[config.mk]
export PLATFORM = sky130hd
export DESIGN_NAME = seq_pulse_width_meter
export DESIGN_NICKNAME = d
export VERILOG_FILES = /design/src/rtl/seq_pulse_width_meter.sv
export SDC_FILE = /design/constraint.sdc
export NUM_CORES = 1
export LEC_CHECK = 0
export CAP_MARGIN = 20
export CORE_MARGIN = 2
export CORE_UTILIZATION = 56
export DETAILED_ROUTE_END_ITERATION = 10
export PLACE_DENSITY = 0.87
export RECOVER_POWER = 50
export SLEW_MARGIN = 30
export SYNTH_ARGS = -nofsm -noshare
export SYNTH_HDL_FRONTEND = slang
export SYNTH_SLANG_ARGS = --single-unit
[constraint.sdc]
create_clock -name clk -period 3.92 [get_ports clk]
set_input_delay 0.588 -clock clk [delete_from_list [all_inputs] [get_ports clk]]
set_output_delay 0.588 -clock clk [all_outputs]
set_load 0.01 [all_outputs]
[src/rtl/seq_pulse_width_meter.sv]
// seq_pulse_width_meter: registered rise/fall flags and high-pulse width measurement of a 1-bit waveform.
// Latency: fall and meas_val assert together, one cycle after the posedge sampling the falling edge.
// Backpressure: one-entry valid/ready buffer; completions while full are dropped (sticky overrun). PULSE_GLITCH_FILTER_EN drops width-1 pulses.
module seq_pulse_width_meter #(
   parameter int WIDTH_W = 8
) (
   input  logic               clk,
   input  logic               reset_n,
   input  logic               din,
   output logic               rise,
   output logic               fall,
   output logic               meas_val,
   input  logic               meas_rdy,
   output logic [WIDTH_W-1:0] meas_width,
   output logic               meas_sat,
   output logic               overrun
);

   typedef enum logic [1:0] {
      WAIT_LOW = 2'd0,
      ARMED    = 2'd1,
      COUNT    = 2'd2
   } state_t;

   localparam logic [WIDTH_W-1:0] CNT_MAX = '1;

   state_t             state;
   state_t             state_nxt;
   logic               din_q;
   logic [WIDTH_W-1:0] cnt;
   logic               cnt_sat;
   logic               start;
   logic               done;
   logic               keep;
   logic               deq;

   always_ff @(posedge clk or negedge reset_n) begin
      if (!reset_n) begin
         state <= WAIT_LOW;
      end else begin
         state <= state_nxt;
      end
   end

   always_comb begin
      state_nxt = state;
      case (state)
         WAIT_LOW: if (!din)          state_nxt = ARMED;
         ARMED:    if (din && !din_q) state_nxt = COUNT;
         COUNT:    if (!din)          state_nxt = ARMED;
         default:                     state_nxt = WAIT_LOW;
      endcase
   end

   always_comb begin
      start = (state == ARMED) && din && !din_q;
      done  = (state == COUNT) && !din;
`ifdef PULSE_GLITCH_FILTER_EN
      keep  = done && (cnt != WIDTH_W'(1));
`else
      keep  = done;
`endif
      deq   = meas_val && meas_rdy;
   end

   always_ff @(posedge clk or negedge reset_n) begin
      if (!reset_n) begin
         din_q <= 1'b0;
         rise  <= 1'b0;
         fall  <= 1'b0;
      end else begin
         din_q <= din;
         rise  <= din & ~din_q;
         fall  <= ~din & din_q;
      end
   end

   // Saturation flags a pulse longer than the counter can represent; an exact max-width pulse is not saturated.
   always_ff @(posedge clk or negedge reset_n) begin
      if (!reset_n) begin
         cnt     <= '0;
         cnt_sat <= 1'b0;
      end else if (start) begin
         cnt     <= WIDTH_W'(1);
         cnt_sat <= 1'b0;
      end else if ((state == COUNT) && din) begin
         if (cnt == CNT_MAX) begin
            cnt_sat <= 1'b1;
         end else begin
            cnt <= cnt + WIDTH_W'(1);
         end
      end
   end

   always_ff @(posedge clk or negedge reset_n) begin
      if (!reset_n) begin
         meas_val   <= 1'b0;
         meas_width <= '0;
         meas_sat   <= 1'b0;
         overrun    <= 1'b0;
      end else if (keep) begin
         if (!meas_val || deq) begin
            meas_val   <= 1'b1;
            meas_width <= cnt;
            meas_sat   <= cnt_sat;
         end else begin
            overrun <= 1'b1;
         end
      end else if (deq) begin
         meas_val <= 1'b0;
      end
   end

endmodule

==> Yosys cells after proc, flatten, opt, wreduce, memory -nomap -nowiden <==
Index checks and enable logic that the tools add are counted.
{ "totals": {"register_bits": 25, "wordCells": 56} }
{ "op_classes": {"muxes": 12, "addsub": 1, "n_reduce_logical": 21, "n_eq_ne": 7, "n_bitwise": 5} }
{ "op_table": {"columns": ["cell", "n"], "rows": [
  ["8-bit 2-to-1 mux", 3],
  ["2-bit AND reduction", 6],
  ["8-bit by 1-bit adder with 8-bit output (second input constant)", 1],
  ["8-bit equality test (second input constant)", 1],
  ["1-bit logical AND", 6],
  ["1-bit 2-to-1 mux", 6],
  ["2-bit inequality test (second input constant)", 3],
  ["2-bit nonzero test", 3],
  ["2-bit 2-to-1 mux", 2],
  ["2-bit one-hot mux with 2 select lines", 1],
  ["1-bit logical NOT", 3],
  ["1-bit inverter", 3],
  ["1-bit AND", 2],
  ["2-bit by 1-bit equality test with 1-bit output (second input constant)", 1],
  ["2-bit equality test (second input constant)", 1],
  ["2-bit logical NOT", 1],
  ["2-bit by 1-bit inequality test with 1-bit output (second input constant)", 1],
  ["2-bit OR reduction", 1],
  ["1-bit logical OR", 1]
]} }

==> Depth between registers and ports, before layout <==
Gate-level depths: netlist of the first run.
{ "logic_depth": {"depth_word": 5, "ltp_mapped": 6, "depth_no_buf": 5} }

==> Least setup slack after synthesis of the first run <==
No wires, ideal clock.
{ "synth_timing": {"kind": "in2reg", "from": "input din", "to": "register cnt[7]", "t_arrival_ps": 1348, "cell_stages": 6, "required_ps": 3799, "setup_slack_ps": 2451, "setup_time_ps": 121, "path_buffers": 2, "path_cell_list": "buf_6 -> nand4bb_4 -> buf_6 -> a21oi_4 -> and4b_1 -> nor3_2"} }
{ "synth_via": {"elab_chain_len": 4, "word_cells_on_any_way": 7, "classes_between": "1 x eq/ne; 1 x mux; 5 x reduce/logical"} }
{ "synth_lines": {"columns": ["element", "line_no", "rtl"], "rows": [
  ["from (decl)", "9", "input logic din,"],
  ["1-bit logical AND (2 in a row)", "56", "start = (state == ARMED) && din && !din_q;"],
  ["2-bit inequality test (no line) / 2-bit nonzero test (equally long branches)", null, null],
  ["2-bit AND reduction (no line)", null, null],
  ["to (signal assigned)", "90", "cnt <= cnt + WIDTH_W'(1);"],
  ["to (decl)", "30", "logic [WIDTH_W-1:0] cnt;"]
]} }
Parallel ways exist; a longest one is shown, timed or not.
A chain may end at the register's enable or synchronous reset.

==> Worst setup path in the final report of the first run <==
{ "layout_timing": {"from": "input din", "to": "register cnt[3]"} }
The elaborated chain is that of the path after synthesis.

==> results of run 1 <==
-- synthesized netlist by cell type (all sizes together) --
cell,number
o21ai,2
and4b,2
a31oi,2
mux2i,1
nand3b,1
ha,1
and2b,2
a32oi,1
nand3,5
and4,2
nand2b,2
buf,4
and3,2
a22oi,1
inv,1
and2,1
nor3,4
nor2,4
nand4bb,1
a31o,1
and3b,1
dfrtp,25
mux2,9
xnor2,1
o31ai,1
a21oi,5
nand2,8
-- per-layer routing --
layer	vias up	routed length, µm	track usage
met4	0	55	0.09722
met5	-	0	0
li1	356	-	-
met1	377	909	0.2525
met2	38	1011	0.3268
met3	7	110	0.04464
-- flip-flops by register name, summed over array words and instances, names as in the netlist --
register and flops:
cnt 8, cnt_sat 1, din_q 1, fall 1, meas_sat 1, meas_val 1
meas_width 8, overrun 1, rise 1, state 2
-- cells by family after synthesis --
group                    Yosys count  synth area share
AND/OR/NAND/NOR                   35            0.2192
flip-flops                        25            0.5219
adder cells (fa/ha/maj)            1           0.01044
XOR/XNOR                           1          0.007308
multiplexers                      10            0.1211
buffers and inverters              5           0.03758
AO/OA/AOI/OAI                     13           0.08247
-- stage by stage --
step	worst slack, ns	instance area (µm²)	hold WS (ns)	power, mW	utilization
4_1_cts	1.984	1374	0.2353	0.5819	0.6932
3_3_place_gp	1.729	1351	0.4557	0.4575	0.6818
5_1_grt	1.829	1373	0.5080	0.6100	0.6926
2_1_floorplan	2.451	1199	0.2924	0.4080	-
6_report	1.899	1373	0.4862	0.5768	0.6926
3_5_place_dp	1.646	1346	0.4633	0.4674	0.6793
-- cell type report --
class / instances / share of cell area
Sequential cell: 25 / 0.4558
Multi-Input combinational cell: 60 / 0.3847
Inverter: 1 / 0.002735
Tap cell: 27 / 0.02461
Timing Repair Buffer: 16 / 0.1121
Clock buffer: 3 / 0.01641
Clock inverter: 1 / 0.003646
-- worst max-delay path, cell delays in order --
cell           delay [ns]
dlygate4sd3_1        0.81
and2b_1              0.21
and3b_1              0.33
nor2_1               0.09
a31o_1               0.22
-- where the power goes --
group	internal (mW)	switching (mW)
logic	0.0769	0.0582
clock network	0.0383	0.0764
registers	0.292	0.0352
-- final timing paths --
path,start,endpoint,slack [ns],cells past startpoint
worst min-delay path,overrun,overrun,0.49,2
min in group asynchronous,reset_n,cnt[2],0.51,1
max in group asynchronous,reset_n,meas_width[2],2.63,1
worst min register to register,overrun,overrun,0.49,2
worst max-delay path,din,cnt[3],1.90,5
worst max register to register,cnt[0],cnt[0],2.39,5
==> results by group, run 1 <==
Status
  • Status: completed

GRT
  • Vias in the first global route: 782
  • GR Overflow Total: 0
  • Global-route wire length before repair: between 3 and 4 mm
  • Gr usage total: 0.2009
  • Largest net degree at the start of global routing: 26
  • Initial antenna violation count: 0

STA
  • Final Setup Violations: 0
  • Slew headroom: 0.1323
  • FMAX: 0.4948 GHz
  • Hold Violations, Final: 0
  • Pin slew with the least headroom to its limit: 1.302 ns
  • Part of the cycle the worst path needs: 0.5156
  • Slew Limit Fails: 0
  • Clock skew: 0.01512 ns
  • Setup TNS: 0 ns
  • Tmin final: 2.021 ns
  • Unrepaired setup endpoints after global routing: false

Floorplan
  • Die Area: 2527 µm²
  • Die Y: 50.27 µm
  • Die Width: 50.27 µm
  • Initial Utilization: 0.6048
  • Cell row count: 16
  • Core outline area: between 1500 and 2000 µm²
  • Ports: 17

Cells and area
  • Fin cells: roughly 130
  • Most common cell after layout, fill and taps aside: dfrtp_1
  • Area delta synth->final: 14.51%
  • # diodes: 0
  • Sequential cell area: 625.6 µm²
  • # fillers: 138
  • Multi-input gate area: 528.0 µm²
  • Commonest non-fill, non-tap cells in the layout: dfrtp_1, clkdlybuf4s50_1, mux2_4
  • Nets: 112
  • Layout cells sized above 1: 0.2547

CTS
  • Worst skew pair latency: ~0.33 ns
  • Number of H-tree levels: 1
  • Clk root buf: clkbuf_4
  • Inserted Clock Buffers: 3
  • Clk buf depth: 2
  • Post-CTS Hold Fix Bufs: 0
  • Clk sink count: 25
  • CTS tree: yes
  • Post-CTS Resized: 0
  • Post-CTS Setup Bufs: 0
  • CTS clock-pin slew for the worst setup and hold paths: around 0.14 ns

Yosys
  • Yosys cell types: 38
  • Yosys warns: 0
  • Ranking of synthesized cells by area: dfrtp_1, mux2_4, buf_6
  • Area leader, netlist: dfrtp_1
  • Mapped Cells: 90
  • Synth Area per Inst: roughly 13 µm²
  • Post-Syn Nets: 95
  • #FFs+latches synth: 25
  • Mapped cell area: 1199 µm²
  • Area share of the largest cell type after synthesis: 0.5219
  • Seq/Total Area, Yosys: 0.5219

Route
  • DRT iter0 DRCs: 29
  • ANT nets after route: 0
  • Via count: between 700 and 800
  • Vias per inst: 5.850
  • DR DRC count: 0
  • DR pass1 iterations: 4
  • Wire length per cell: 15.69 µm
  • Final wirelength: ~2.1 mm

Setup path
  • Critical Path End Type: flop
  • Crit path max fanout: 10
  • Crit path DAT: 2.26 ns
  • WP data required: 4.16 ns
  • Kind of critical path: primary input to flop
  • Worst Setup Start Kind: primary input

Pwr
  • PwrDens: ~420 nW/µm²
  • Leak: 0.6393 nW
  • Peak supply drop: between 200 and 300 µV

Placed design
  • RD Place Congestion: ~0.82
  • Port bufs: 16
  • Inst Count DP: 129
  • Dpl hpwl: 1.538 mm

Hold path
  • Hold Path Class: flop to flop

Job
  • Max Cap Violations: 0
No activity file was read; power rests on OpenSTA's default activity.
==> inputs of run 2 (changes only) <==
--- a/config.mk
+++ b/config.mk
@@ -7,9 +7,9 @@
 export LEC_CHECK = 0
 export CAP_MARGIN = 20
 export CORE_MARGIN = 2
-export CORE_UTILIZATION = 56
+export CORE_UTILIZATION = 52
 export DETAILED_ROUTE_END_ITERATION = 10
-export PLACE_DENSITY = 0.87
+export PLACE_DENSITY = 0.82
 export RECOVER_POWER = 50
 export SLEW_MARGIN = 30
 export SYNTH_ARGS = -nofsm -noshare
==> constraint.sdc (replaced) <==
create_clock -name clk -period 2 [get_ports clk]
set_input_delay 0.3 -clock clk [delete_from_list [all_inputs] [get_ports clk]]
set_output_delay 0.3 -clock clk [all_outputs]
set_load 0.01 [all_outputs]
==> results by group, run 2 (synthesis results as in run 1) <==
STA
  • Final worst slack: 0.3756 ns (-1.523 ns)
  • Part of the cycle the worst path needs: 0.8122
  • Slew Limit Fails: 0 (unchanged)
  • Clock skew: 0.006193 ns (-0.008931 ns)
  • Unrepaired setup endpoints after global routing: false
  • Hold Violations, Final: 0 (unchanged)
  • Tmin final: 1.624 ns
  • Final Setup Violations: 0 (unchanged)
  • FMAX: 0.6156 GHz
  • Pin slew with the least headroom to its limit: 1.283 ns (-0.01874 ns)
  • Slew headroom: 0.1448 (+0.01249)
  • Setup TNS: 0 ns (unchanged)

Setup path
  • FF-to-FF setup slack: 0.45 ns (-1.94 ns)
  • Worst Setup SP: din
  • Kind of critical path: primary input to flop
  • Max incr delay on CP: 0.75 ns (-0.06 ns)
  • Worst Setup Start Kind: primary input
  • RR Startpoint: cnt[0]
  • Critical Path End Type: flop
  • Reg2reg path depth: 5 (unchanged)
  • Crit path buffers/inverters: 2 (+1)
  • Crit path depth: 5 (unchanged)
  • Crit-path slowest cell: dlygate4sd3_1
  • Crit-path leading delay family: buffers and inverters
  • Sequence of cells on the critical path: dlygate4sd3_1 -> clkbuf_1 -> nor2_4 -> nand2_4 -> mux2_4
  • Crit path max fanout: 9 (-1)
  • WP data required: 2.20 ns (-1.96 ns)
  • End of the critical path: meas_width[6]
  • Crit path DAT: 1.83 ns (-0.43 ns)
  • Reg2Reg Capture Point: cnt[0]

GRT
  • Gr usage total: 0.1689 (-0.03198)
  • GR Overflow Total: 0 (unchanged)
  • Largest net degree at the start of global routing: 26 (unchanged)
  • Initial antenna violation count: 0 (unchanged)
  • Global-route wire length before repair: 3.353 mm (-8.6%)
  • Vias in the first global route: 743 (-5.0%)

CTS
  • Number of H-tree levels: 1 (unchanged)
  • Worst skew pair latency: 0.31 ns (-0.02 ns)
  • CTS tree: yes
  • Inserted Clock Buffers: 3 (unchanged)
  • CTS clock-pin slew for the worst setup and hold paths: 0.13 ns (about the same)
  • Clk buf depth: 2 (unchanged)
  • Post-CTS Resized: 0 (unchanged)
  • Post-CTS Setup Bufs: 0 (unchanged)
  • Clk sink count: 25 (unchanged)
  • Post-CTS Hold Fix Bufs: 0 (unchanged)
  • Clk root buf: clkbuf_4

Cells and area
  • # diodes: 0 (unchanged)
  • Multi-input gate area: 528.0 µm² (unchanged)
  • Nets: 115 (+2.7%)
  • Top flop regs: cnt: 8 flops, meas_width: 8 flops, state: 2 flops
  • # fillers: 170 (+23%)
  • Sequential cell area: 625.6 µm² (unchanged)
  • Layout cells sized above 1: 0.2477 (-0.007011)
  • Most common cell after layout, fill and taps aside: dfrtp_1
  • Area delta synth->final: 16.28%
  • Commonest non-fill, non-tap cells in the layout: dfrtp_1, clkdlybuf4s50_1, mux2_4

Job
  • Max Cap Violations: 0 (unchanged)

Placed design
  • Worst slack, placed: 0.1493 ns (-1.497 ns)
  • RD Place Congestion: 0.7512 (-8.5%)
  • Port bufs: 16 (unchanged)
  • Dpl hpwl: 1.535 mm (-0.22%)

Status
  • Status: completed

Route
  • Final wirelength: 1.993 mm (-4.5%)
  • DRT iter0 DRCs: 12 (-59%)
  • DR pass1 iterations: 4 (unchanged)
  • Vias per inst: 5.518 (-5.7%)
  • Via count: 756 (-2.8%)
  • ANT nets after route: 0 (unchanged)
  • Wire length per cell: 14.55 µm (-7.3%)
  • DR DRC count: 0 (unchanged)

Floorplan
  • Ports: 17 (unchanged)
  • Initial Utilization: 0.5471 (-0.05768)
  • Die Width: 52.01 µm (+3.5%)
  • Core outline area: 2191 µm² (+11%)
  • Cell row count: 17 (+1)
  • Die Y: 52.01 µm (+3.5%)
  • Die Area: 2705 µm² (+7.1%)

Pwr
  • Leak: 0.6469 nW (+1.2%)
  • PwrDens: 804.0 nW/µm² (+91%)
  • Peak supply drop: 480.8 µV (+76%)

Hold path
  • Hold path start: overrun
  • Hold Path Class: flop to flop
run 2: where the power goes:
part	switching [mW]	internal (mW)	total, mW
combinational	0.108	0.154	0.262
clock	0.138	0.0778	0.215
sequential	0.0717	0.572	0.644
run 2: final cells by class:
class	instances	share of cell area
Clock buffer	4	0.01885
Inverter	1	0.002693
Multi-Input combinational cell	60	0.3788
Sequential cell	25	0.4488
Tap cell	28	0.02513
Timing Repair Buffer	19	0.1257
run 2: how the worst min path moves through the flow:
stage	to	depth (start not counted)	slack, ns
after floorplan	cnt[0]	0	0.004
after global placement	overrun	2	0.46
after detailed placement	overrun	2	0.47
after CTS	cnt[2]	2	0.34
after global routing	overrun	2	0.52
final	overrun	2	0.50
run 2: worst register-to-register path: cells and delay by family (launching register included):
kind / cells / cell delay, ns
compound gates: 1 / 0.28
fa+ha+maj: 1 / 0.30
simple gates: 2 / 0.26
xor+xnor: 1 / 0.15
flops: 1 / 0.46
run 2: layer usage:
layer | vias up | track usage | wire length (µm)
met5 | - | 0 | 0
met4 | 0 | 0.07456 | 25
met3 | 4 | 0.02874 | 52
met2 | 11 | 0.2785 | 996
met1 | 378 | 0.2164 | 919
li1 | 363 | - | -
run 2: metrics by stage:
stage	instance area (µm²)	hold WS [ns]	std cells	power (mW)	util
floorplan	1199	0.004409	90	0.7996	-
global placement	1375	0.4563	133	0.9017	0.6276
detailed placement	1375	0.4735	133	0.9226	0.6276
CTS	1401	0.3441	137	1.137	0.6396
global route	1394	0.5235	137	1.184	0.6362
finish	1394	0.4992	137	1.121	0.6362
